File: src/rtl/column_drain_scheduler.sv
// Column drain scheduler: resets the column units, waits for them to finish, then drains column FIFOs 0..7 in order to a ready/valid consumer.
// Optional GEN-state watchdog enabled by defining COLARB_TIMEOUT_EN.
module column_drain_scheduler #(
    parameter int TIMEOUT_CYCLES = 4096
) (
    input  logic          clk,
    input  logic          reset,
    input  logic          start,
    input  logic [7:0]    col_done,
    input  logic [7:0]    col_empty,
    input  logic [1215:0] col_data,
    output logic [7:0]    col_rden,
    output logic          col_reset,
    output logic [151:0]  out_data,
    output logic          out_valid,
    input  logic          out_ready,
    output logic          busy,
    output logic          done,
    output logic [9:0]    move_count,
    output logic          timeout
);

    typedef enum logic [2:0] {IDLE, CLR, GEN, RDREQ, CAPT, HOLD, FIN} state_t;

    state_t         state_reg;
    logic [2:0]     ptr_reg;
    logic [151:0]   out_data_reg;
    logic           out_valid_reg;
    logic [9:0]     move_count_reg;
    logic [151:0]   col_slice [8];

`ifdef COLARB_TIMEOUT_EN
    localparam int TW = $clog2(TIMEOUT_CYCLES + 1);
    logic [TW-1:0]  gen_cnt_reg;
    logic           timeout_reg;
    assign timeout = timeout_reg;
`else
    assign timeout = 1'b0;
`endif

    // Read enable is a pure decode so it can only ever be high for the column under the pointer.
    genvar gi;
    generate
        for (gi = 0; gi < 8; gi++) begin : g_col
            assign col_slice[gi] = col_data[152*gi +: 152];
            assign col_rden[gi]  = (state_reg == RDREQ) && (ptr_reg == 3'(gi)) && !col_empty[gi];
        end
    endgenerate

    assign col_reset  = reset || (state_reg == CLR);
    assign busy       = (state_reg != IDLE);
    assign done       = (state_reg == FIN);
    assign out_data   = out_data_reg;
    assign out_valid  = out_valid_reg;
    assign move_count = move_count_reg;

    always_ff @(posedge clk) begin
        if (reset) begin
            state_reg      <= IDLE;
            ptr_reg        <= 3'd0;
            out_data_reg   <= '0;
            out_valid_reg  <= 1'b0;
            move_count_reg <= 10'd0;
`ifdef COLARB_TIMEOUT_EN
            gen_cnt_reg    <= '0;
            timeout_reg    <= 1'b0;
`endif
        end else begin
            case (state_reg)
                IDLE: begin
                    if (start) begin
                        state_reg      <= CLR;
                        move_count_reg <= 10'd0;
`ifdef COLARB_TIMEOUT_EN
                        timeout_reg    <= 1'b0;
`endif
                    end
                end
                CLR: begin
                    state_reg <= GEN;
`ifdef COLARB_TIMEOUT_EN
                    gen_cnt_reg <= '0;
`endif
                end
                GEN: begin
                    if (col_done == 8'hFF) begin
                        state_reg <= RDREQ;
                        ptr_reg   <= 3'd0;
                    end
`ifdef COLARB_TIMEOUT_EN
                    else if (gen_cnt_reg == TW'(TIMEOUT_CYCLES - 1)) begin
                        timeout_reg <= 1'b1;
                        state_reg   <= FIN;
                    end else begin
                        gen_cnt_reg <= gen_cnt_reg + 1'b1;
                    end
`endif
                end
                RDREQ: begin
                    if (!col_empty[ptr_reg]) begin
                        state_reg <= CAPT;
                    end else if (ptr_reg != 3'd7) begin
                        ptr_reg <= ptr_reg + 3'd1;
                    end else begin
                        state_reg <= FIN;
                    end
                end
                CAPT: begin
                    // FIFO read data is valid the cycle after the read enable.
                    out_data_reg  <= col_slice[ptr_reg];
                    out_valid_reg <= 1'b1;
                    state_reg     <= HOLD;
                end
                HOLD: begin
                    if (out_ready) begin
                        out_valid_reg <= 1'b0;
                        if (move_count_reg != 10'd1023) begin
                            move_count_reg <= move_count_reg + 10'd1;
                        end
                        state_reg <= RDREQ;
                    end
                end
                FIN: begin
                    state_reg <= IDLE;
                end
                default: begin
                    state_reg <= IDLE;
                end
            endcase
        end
    end

endmodule

File: config.mk
export PLATFORM = sky130hd
export DESIGN_NAME = column_drain_scheduler
export DESIGN_NICKNAME = d
export VERILOG_FILES = /design/src/rtl/column_drain_scheduler.sv
export SDC_FILE = /design/constraint.sdc
export NUM_CORES = 1
export LEC_CHECK = 0
export BUFFER_PORTS_ARGS = -buffer_cell sky130_fd_sc_hd__buf_2
export CAP_MARGIN = 15
export CORE_AREA = 2 2 543 545
export DETAILED_ROUTE_END_ITERATION = 10
export DIE_AREA = 0 0 545 547
export PLACE_DENSITY = 0.33
export RECOVER_POWER = 50
export SYNTH_ARGS = -nofsm -noshare
export SYNTH_HDL_FRONTEND = slang
export SYNTH_SLANG_ARGS = --single-unit
File: constraint.sdc
create_clock -name clk -period 2.1 [get_ports clk]
set_input_delay 0.105 -clock clk [delete_from_list [all_inputs] [get_ports clk]]
set_output_delay 0.105 -clock clk [all_outputs]
set_load 0.01 [all_outputs]
==> Word-level counts from Yosys, hierarchy flattened <==
Index checks and enable logic that the tools add are counted.
{ "classes": {"n_addsub": 2, "n_mul": 0, "n_div": 0, "order_cmp": 2, "n_eq_ne": 23, "n_shift": 0, "mux": 21, "bitwise": 1, "n_reduce_logical": 35} }
{ "ops": {"columns": ["cell", "count"], "rows": [
  ["$bmux 152 s3", 1],
  ["$mux 152", 2],
  ["$mux 10", 3],
  ["$mux 3", 8],
  ["$eq 3x3->1 const B", 7],
  ["$pmux 10 s2", 1],
  ["$pmux 3 s6", 1],
  ["$logic_and 1x1->1", 16],
  ["$eq 3x2->1 const B", 4],
  ["$reduce_and 4->1", 3],
  ["$add 10x1->10 const B", 1],
  ["$ne 10x10->1 const B", 1],
  ["$eq 8x8->1 const B", 1],
  ["$logic_not 1->1", 8],
  ["$ne 2x2->1 const B", 4],
  ["$eq 3x1->1 const B", 2],
  ["$logic_not 3->1", 2],
  ["$ne 3x3->1 const B", 2],
  ["$pmux 3 s2", 1],
  ["$reduce_bool 2->1", 3],
  ["$ge 4x4->1 const B", 1],
  ["$lt 3x4->1 const B", 1],
  ["$ne 2x1->1 const B", 2],
  ["$not 3->4", 1],
  ["7 further kinds", 8]
]} }
{ "totals": {"register_bits": 169, "latch_bits": 0, "ramBits": 0, "rom_bits": 0, "n_memories": 0} }

==> Logic depth before layout (Yosys ltp) <==
Gate-level depths: netlist of the first run.
{ "logic_depth": {"ltp_word": 4, "mapped_depth": 8} }

==> Worst setup path before layout of the first run <==
No wires, ideal clock.
{ "synth_path": {"path_kind": "register to register", "start": "reg ptr_reg[2]", "end": "reg ptr_reg[2]", "setup_ps": 72, "arrival_time_ps": 1734, "required_ps": 2028, "setup_slack_ps": 293, "stages_incl_launch_ff": 8, "synth_period_minus_slack_ps": 1807, "path_cell_list": "dfxtp_1 -> clkbuf_1 -> inv_1 -> clkbuf_1 -> clkbuf_1 -> ha_1 -> or3_1 -> mux2i_1"} }
{ "synth_via": {"elab_chain_cells": 4} }
{ "synth_rtl": {"columns": ["element", "line_no", "text"], "rows": [
  ["start: declaration", "26", "logic [2:0] ptr_reg;"],
  ["start signal: assignment", "103", "ptr_reg <= ptr_reg + 3'd1;"],
  ["$add 3x1->3 / $bmux 1 s3 (equally long branches)", "103, 100", null],
  ["$mux 3 / $mux 1 (equally long branches)", "102, 100", null],
  ["$mux 3 / $ne 2x1->1 (equally long branches)", null, null],
  ["$pmux 3 s2 / $reduce_and 4->1 (equally long branches)", null, null]
]} }
Parallel ways exist; a longest one is shown, timed or not. The select of a mux whose other input is x is not followed.
A chain may end at the register's enable or synchronous reset.

==> Worst setup path in the final report of the first run <==
{ "layout_path": {"start": "reg ptr_reg[1]", "end": "reg out_data_reg[39], in the netlist out_data[39]"} }
{ "layout_via": {"elab_chain_cells": 4} }
{ "layout_rtl": {"columns": ["element", "line_no", "text"], "rows": [
  ["$not 3->4 (not written as such)", "110", "out_data_reg <= col_slice[ptr_reg];"],
  ["$bmux 152 s3", "110", null],
  ["$mux 152 (not written as such) (2 in a row)", "110", null],
  ["end signal: assignment", "110", null],
  ["end: declaration", "27", "logic [151:0] out_data_reg;"]
]} }
Every way passes these cells. The select of a mux whose other input is x is not followed.

==> results of run 1 <==
==> cell type report <==
type / instances / share of cell area
diodes: 157 / 0.0136
clock buffers: 21 / 0.0182
clock inverters: 12 / 0.00675
inverters: 8 / 0.00160
multi-input cells: 1026 / 0.374
flip-flops and latches: 169 / 0.118
well taps: 3919 / 0.170
repair buffers: 1549 / 0.298
==> cells by family (layout without fill, tap and decap cells) <==
kind of cell | Yosys count | in the layout
fa+ha+maj | 7 | 7
other cells | 1 | 158
buf+inv | 171 | 1590
simple gates | 522 | 522
mux | 312 | 312
compound gates | 183 | 183
flops | 169 | 169
xor+xnor | 1 | 1
==> synthesized netlist by cell type, types with 5 or more instances <==
master / count
nor4b_1: 5
nor2_1: 156
mux4_2: 305
clkbuf_1: 73
a21oi_1: 9
dfxtp_1: 169
or3_1: 5
mux2i_1: 7
a311oi_1: 153
inv_1: 8
nand2_1: 320
buf_2: 48
buf_1: 35
nand4_1: 6
ha_1: 7
==> through the flow <==
stage          setup slack [ps]  TNS, ps
6_report                   38.2        0
5_1_grt                   -52.4     -108
4_1_cts                   -20.5    -28.0
3_5_place_dp              -4.84    -4.84
3_3_place_gp               4.83        0
2_1_floorplan               293        0
==> worst min-delay path by stage <==
| stage | startpoint | to | slack, ps |
|---|---|---|---|
| global route | col_data[407] | out_data[103] | 100 |
| CTS | col_data[735] | out_data[127] | 50 |
| detailed placement | col_empty[4] | col_rden[4] | 470 |
| floorplan | col_empty[4] | col_rden[4] | 260 |
| finish | col_data[735] | out_data[127] | 120 |
| global placement | reset | out_valid | 470 |
==> placed cells by master (no fill, tap or decap), drive strengths merged, types with 2 or more instances in the layout <==
cell,instances
ha,7
diode,157
a211oi,2
or4,4
or3b,2
nor2b,2
mux2i,7
o21ai,3
nor4b,5
a311oi,153
nand4b,2
nor4,2
clkbuf,184
inv,10
bufbuf,3
dlygate4sd3,3
or3,5
bufinv,4
clkinv,5
nor3,3
nand3,4
nor2,156
o31ai,4
a31oi,2
mux4,305
a21oi,9
or2,3
nor3b,4
dfxtp,169
nand2,320
buf,1380
nand4,6
o21bai,2
==> metal layers <==
| metal | global-route usage | share of wire | vias to the layer above |
|---|---|---|---|
| met1 | 0.201 | 0.39 | 10700 |
| met5 | 0 | 0.0059 | - |
| li1 | - | - | 8491 |
| met3 | 0.0857 | 0.13 | 658 |
| met2 | 0.259 | 0.43 | 1871 |
| met4 | 0.0580 | 0.043 | 224 |
==> worst max-delay path, delay by kind of cell (launching register included) <==
family	cells	cell delay [ps]
and+or+nand+nor	1	180
AOI/OAI and AO/OA	1	110
buffers and inverters	2	570
DFF	1	470
muxes	1	360
==> timing repair <==
action,in CTS,in global routing
resized for setup,37,12
setup endpoints to repair,10,55
pin swaps,4,2
buffers inserted,13,0
endpoints found under the hold margin,20,0
gates cloned,3,3
hold buffers,3,0
==> power groups by stage <==
stage	Sequential [uW]	Combinational (uW)	Clock, uW
global placement	3980	5270	0
CTS	3910	5340	4990
floorplan	4040	1580	0
detailed placement	3980	5270	0
global route	3960	5440	5000
finish	3910	5150	4720
==> out/metrics.csv, run 1 <==
metric,value,unit
Post-Layout Cell Count,6861,
routed len/inst,38.3,um
register area share after synthesis,0.228,
fin crit share,0.982,
Cells after Synth,1366,
# rows,199,
Internal Power,8070,uW
Worst Tran Pin Value,774,ps
Layout Skew,33.5,ps
core area,293000,um^2
cell accounting for the most synthesized area,mux4_2,
Min-Delay Path Depth,4,
Final Instance Area,28900,um^2
switching part of the total,0.414,
Hold Crit Class,input port to flop,
Seq cells post-synth,169,
PwrDens,477,nW/um^2
crit-path cells,buf_16 -> buf_4 -> mux4_2 -> nand2_1 -> a311oi_1,
Critical Path Source,ptr_reg[1],
"slowest stage delay, CP",470,ps
syn nets,2609,
chip width,545,um
clk root buf,clkbuf_16,
placed cell areas,27500,um^2
gpl congestion,0.976,
Fmax achieved,485,MHz
Synth warnings,0,
Comb power frac,0.373,
area share of the largest cell type after synthesis,0.463,
I/O pins,1411,
post-synthesis compound-gate area fraction,0.104,
antenna violations before repair,462,
worst skew pair latency,590,ps
Routed Antenna Nets,0,
"EDFF count, synth",0,
clk buf depth,3,
first-pass GRT wire length,306,mm
PortBufs,1409,
status,"finished, final reports clean",
cell area after synthesis,14800,um^2
CP arrival,2530,ps
number of global-route vias before repair,21100,
Multi-input gate area,10800,um^2
Reg power frac,0.284,
DR pass1 iterations,6,
Critical Setup Path Class,flop to flop,
minimum clock period,2060,ps
largest net degree at the start of global routing,67,
Worst VDD drop,333,uV
htree depth,4,
max reg flops,152,
TritonCTS Sinks,169,
Final Setup Violations,0,
drt total wl,263,mm
slowest CP cell,dfxtp_4,
CP Launch Type,flop,
total CTS buffers,21,
worst r2r dst,out_data[39],
hpwl dp,238,mm
vias per inst,3.20,
crit-path max FO,61,
ys flop type,dfxtp_1,
post-synthesis simple-gate area fraction,0.142,
Setup crit end,out_data[39],
mux cell area share after synthesis,0.468,
die area,298000,um^2
R2R Setup Slk,40,ps
RSZ-0062 raised after global routing,yes,
Net Sw Power,5710,uW
ranking of synthesized cells by area,"mux4_2, dfxtp_1, a311oi_1",
WHS,121,ps
DR iter-0 viols,1876,
Max Cap Viol,0,
Max Slew Vio Count,0,
Filler cells,34300,
fin util,0.0988,
Unique masters post-synth,47,
placed insts,6650,
Clk pwr share,0.343,
CP Capture Type,flop,
layout cells sized above 1,0.630,
DR DRC count,0,
area share of fa/ha/maj cells after synthesis,0.00591,
final hold vios,0,
"Req. time, crit path",2560,ps
Layout Nets,4018,
vias after detailed routing,22000,
worst r2r src,ptr_reg[1],
cells on worst reg2reg path,5,
grt ovf,0,
Layout area overhead,95.0,%
CTS tree,done,
Pleak,0.0103,uW
die height,547,um
Syn Area/Cell,10.9,um^2
main combinational cell family by area after synthesis,multiplexers,
Post-Synth XOR/XNOR Area,0.000591,
relative slew slack,0.486,
Total GRT Usage,0.169,
Worst-path clk slew,100,ps
Sequential cell area,3400,um^2
Tot Pwr,13800,uW
asr flop ratio synth,0,
starting density of the core,0.0507,
(Power assumes the default switching activity.)
==> inputs of run 2 (changes only) <==
Settings changed: PLACE_DENSITY 0.33 to default, PLACE_DENSITY_LB_ADDON from default to 0.25, RECOVER_POWER 50 to 25.
==> out/metrics.csv, run 2 (synthesized netlist as in run 1, its figures left out) <==
metric,value,unit
status,"finished, final reports clean",
CTS tree,done,
DR iter-0 viols,2194,
"slowest stage delay, CP",570,ps
slowest CP cell,mux4_2,
grt ovf,0,
Layout Nets,4012,
Final Instance Area,28900,um^2
Worst Tran Pin Value,760,ps
Critical Setup Path Class,flop to flop,
placed insts,6632,
Filler cells,34200,
Min-Delay Path Depth,4,
PwrDens,468,nW/um^2
Worst VDD drop,480,uV
PortBufs,1409,
I/O pins,1411,
DR pass1 iterations,5,
Layout Skew,49.7,ps
placed cell areas,27300,um^2
max reg flops,152,
Worst-path clk slew,110,ps
CP most frequent cell,buf_4,
most frequent cells in the layout,"buf_2, nand2_1, mux4_2, dfxtp_1, nor2_1",
CP arrival,2540,ps
gpl congestion,1.03,
stages on the worst setup path,7,
worst skew pair latency,610,ps
worst r2r dst,out_data[26],
layout cells sized above 1,0.659,
DR DRC count,0,
fin crit share,0.995,
largest net degree at the start of global routing,90,
Critical Path Source,ptr_reg[0],
RSZ-0062 raised after global routing,yes,
cells on worst reg2reg path,7,
WHS,108,ps
core area,293000,um^2
Post-Layout Cell Count,6876,
die area,298000,um^2
number of global-route vias before repair,21300,
first-pass GRT wire length,313,mm
starting density of the core,0.0507,
worst hold start,col_data[1181],
Routed Antenna Nets,0,
"Req. time, crit path",2550,ps
minimum clock period,2090,ps
vias after detailed routing,22400,
Fmax achieved,479,MHz
Total GRT Usage,0.173,
R2R Setup Slk,10,ps
total CTS buffers,21,
crit-path max FO,8,
clk buf depth,3,
die height,547,um
hpwl dp,244,mm
TritonCTS Sinks,169,
final hold vios,0,
Max Cap Viol,0,
# rows,199,
chip width,545,um
Final Setup Violations,0,
vias per inst,3.26,
relative slew slack,0.493,
routed len/inst,39.2,um
clk root buf,clkbuf_16,
antenna violations before repair,519,
CP top delay family,buffers and inverters,
Buf/Inv on CP,4,
Pleak,0.0106,uW
Layout area overhead,95.2,%
hold endpoint,out_data[117],
"commonest non-fill, non-tap cell in the layout",buf_2,
worst r2r src,ptr_reg[0],
Hold Crit Class,input port to flop,
Max Slew Vio Count,0,
CP Launch Type,flop,
htree depth,4,
drt total wl,270,mm
CP Capture Type,flop,
crit-path cells,buf_4 -> buf_12 -> buf_16 -> buf_4 -> mux4_2 -> nand2_2 -> a311oi_1,
run 2: layout make-up:
class                      count  area (um^2)  share of cell area
clock inverter                12          144             0.00497
sequential                   169         3400               0.118
clock buffer                  21          526              0.0182
tap                         3919         4900               0.169
multi-input combinational   1026        10800               0.374
inverter                       8         50.0             0.00173
timing repair buffer        1543         8630               0.298
antenna                      178          445              0.0154
run 2: routing by layer:
layer  share of wire  vias up  track usage
met2            0.42     2055        0.263
met4           0.034      278       0.0433
met3            0.16      726        0.116
li1                -     8518            -
met1            0.37    10800        0.197
met5          0.0069        -            0
run 2: power by group:
group          internal, uW  switching, uW  leakage, uW
clock network          2140           2410     0.000321
logic                  2090           2960      0.00895
registers              3600            329      0.00137
total                  7840           5700       0.0106
run 2: through the flow:
stage	power, uW	setup TNS, ps	setup WS, ps	utilization
3_3_place_gp	9070	0	13.4	0.0933
4_1_cts	13900	-146	-64.8	0.0971
3_5_place_dp	9070	0	6.09	0.0933
5_1_grt	14100	-299	-43.5	0.0980
6_report	13500	0	10.8	0.0989
2_1_floorplan	5620	0	293	-
run 2: how the worst max path moves through the flow:
| stage | slack, ps | end |
|---|---|---|
| 6_report | 10 | out_data[26] |
| 5_1_grt | -40 | col_rden[1] |
| 4_1_cts | -60 | col_rden[2] |
| 3_5_place_dp | 6 | out_data[26] |
| 3_3_place_gp | 10 | col_rden[2] |
| 2_1_floorplan | 290 | ptr_reg[2] |
run 2: worst reg2reg max path, cell delays in order, from the launching register on:
cell	delay, ps
dfxtp_4	370
buf_4	110
buf_12	190
buf_16	230
buf_4	210
mux4_2	570
nand2_2	150
a311oi_1	120
run 2: repair_timing:
action,CTS,global route
endpoints found under the setup margin,9,23
hold endpoints to repair,36,0
cloned,2,2
setup buffers,17,10
gates resized for setup,48,14
hold buffers,2,0
pin swaps,8,2
==> inputs of run 3 (changes only) <==
Settings changed: ABC_CLOCK_PERIOD_IN_PS from default to 1700, BUFFER_PORTS_ARGS -buffer_cell sky130_fd_sc_hd__buf_2 to -buffer_cell sky130_fd_sc_hd__buf_4, CORE_AREA 2 2 543 545 to 2 2 557 559, DIE_AREA 0 0 545 547 to 0 0 559 561.
Clock period 2.1 ns to 1.7 ns, I/O delays scaled along.
==> out/metrics.csv, run 3 (synthesized netlist as in run 1, its figures left out) <==
metric,value,unit
CP Capture Type,primary output,
vias after detailed routing,22700,
Hold Crit Class,input port to flop,
RSZ-0062 raised after global routing,yes,
core area,308000,um^2
failing checks,setup timing,
Final Setup Violations,180,
Layout Skew,25.3,ps
starting density of the core,0.0482,
final worst setup slack,-379,ps
antenna violations before repair,363,
Worst-path clk slew,80,ps
fin crit share,1.22,
Layout Nets,4202,
PortBufs,1409,
CP Launch Type,flop,
most frequent cells in the layout,"buf_4, mux4_2, nand2_1, dfxtp_1, nor2_1",
max reg flops,152,
Tot Pwr,19300,uW
WHS,74.0,ps
gpl congestion,0.965,
Worst VDD drop,475,uV
Layout area overhead,144,%
Total GRT Usage,0.165,
number of global-route vias before repair,22200,
Filler cells,35400,
Fmax achieved,481,MHz
TritonCTS Sinks,169,
htree depth,4,
"Req. time, crit path",1620,ps
DR iter-0 viols,1897,
Critical Setup Path Class,flop to primary output,
minimum clock period,2080,ps
status,finished with violations,
Pleak,0.0135,uW
vias per inst,3.16,
total CTS buffers,21,
CP arrival,1990,ps
"commonest non-fill, non-tap cell in the layout",buf_4,
layout cells sized above 1,0.746,
grt ovf,0,
CTS tree,done,
# rows,204,
crit-path max FO,7,
DR DRC count,0,
drt total wl,270,mm
Worst Tran Pin Value,727,ps
fin util,0.117,
worst skew pair latency,580,ps
total negative setup slack,-28790,ps
Max Slew Vio Count,0,
Routed Antenna Nets,0,
die area,314000,um^2
relative slew slack,0.514,
largest net degree at the start of global routing,47,
routed len/inst,37.7,um
die height,561,um
PwrDens,533,nW/um^2
first-pass GRT wire length,320,mm
chip width,559,um
clk root buf,clkbuf_16,
I/O pins,1411,
pre-CTS setup slack,-670,ps
final hold vios,0,
hpwl dp,238,mm
DR pass1 iterations,5,
Max Cap Viol,0,
clk buf depth,3,
-- run 3: layout make-up --
cell class / instances / area [um^2] / area share
repair buffers: 1732 / 15100 / 0.418
multi-input cells: 1027 / 11500 / 0.320
well taps: 4120 / 5150 / 0.143
flip-flops and latches: 169 / 3400 / 0.0941
clock buffers: 21 / 526 / 0.0145
diodes: 83 / 208 / 0.00575
clock inverters: 12 / 138 / 0.00381
inverters: 8 / 42.5 / 0.00118
-- run 3: critical path, stage by stage (launching register included) --
cell	delay (ps)
dfxtp_2	340
buf_6	110
nand3b_1	190
buf_6	170
or2_4	270
nor3b_2	180
buf_4	160
-- run 3: final timing paths --
check	startpoint	endpoint	cells past startpoint	slack [ps]
max	state_reg[2]	col_rden[6]	6	-380
min	reset	move_count[9]	3	70
max reg2reg	ptr_reg[0]	out_data[15]	8	-260
min reg2reg	out_data[89]	out_data[89]	2	500
-- run 3: per-stage QoR --
stage	cell area (um^2)	std cells
final	36100	7172
after global routing	36000	7109
after CTS	35300	7061
after detailed placement	31900	6910
after global placement	31900	6910
after floorplan	14800	1366
-- run 3: routing by layer --
layer,vias up,GRT usage,share of wire
li1,8795,-,-
met1,11400,0.193,0.39
met2,1830,0.261,0.44
met3,503,0.0929,0.13
met4,214,0.0350,0.027
met5,-,0,0.0050
-- run 3: report_power, final --
group / switching (uW) / total [uW] / internal (uW)
sequential: 368 / 4810 / 4440
combinational: 4440 / 8980 / 4530
clock: 2840 / 5480 / 2640
total: 7650 / 19300 / 11600
-- run 3: timing repair --
item / in CTS / in global routing
setup endpoints to repair: 174 / 180
gates resized for setup: 276 / 153
hold buffers: 3 / 0
setup buffers: 94 / 42
hold endpoints to repair: 12 / 0
pin swaps: 166 / 138
cloned: 28 / 10
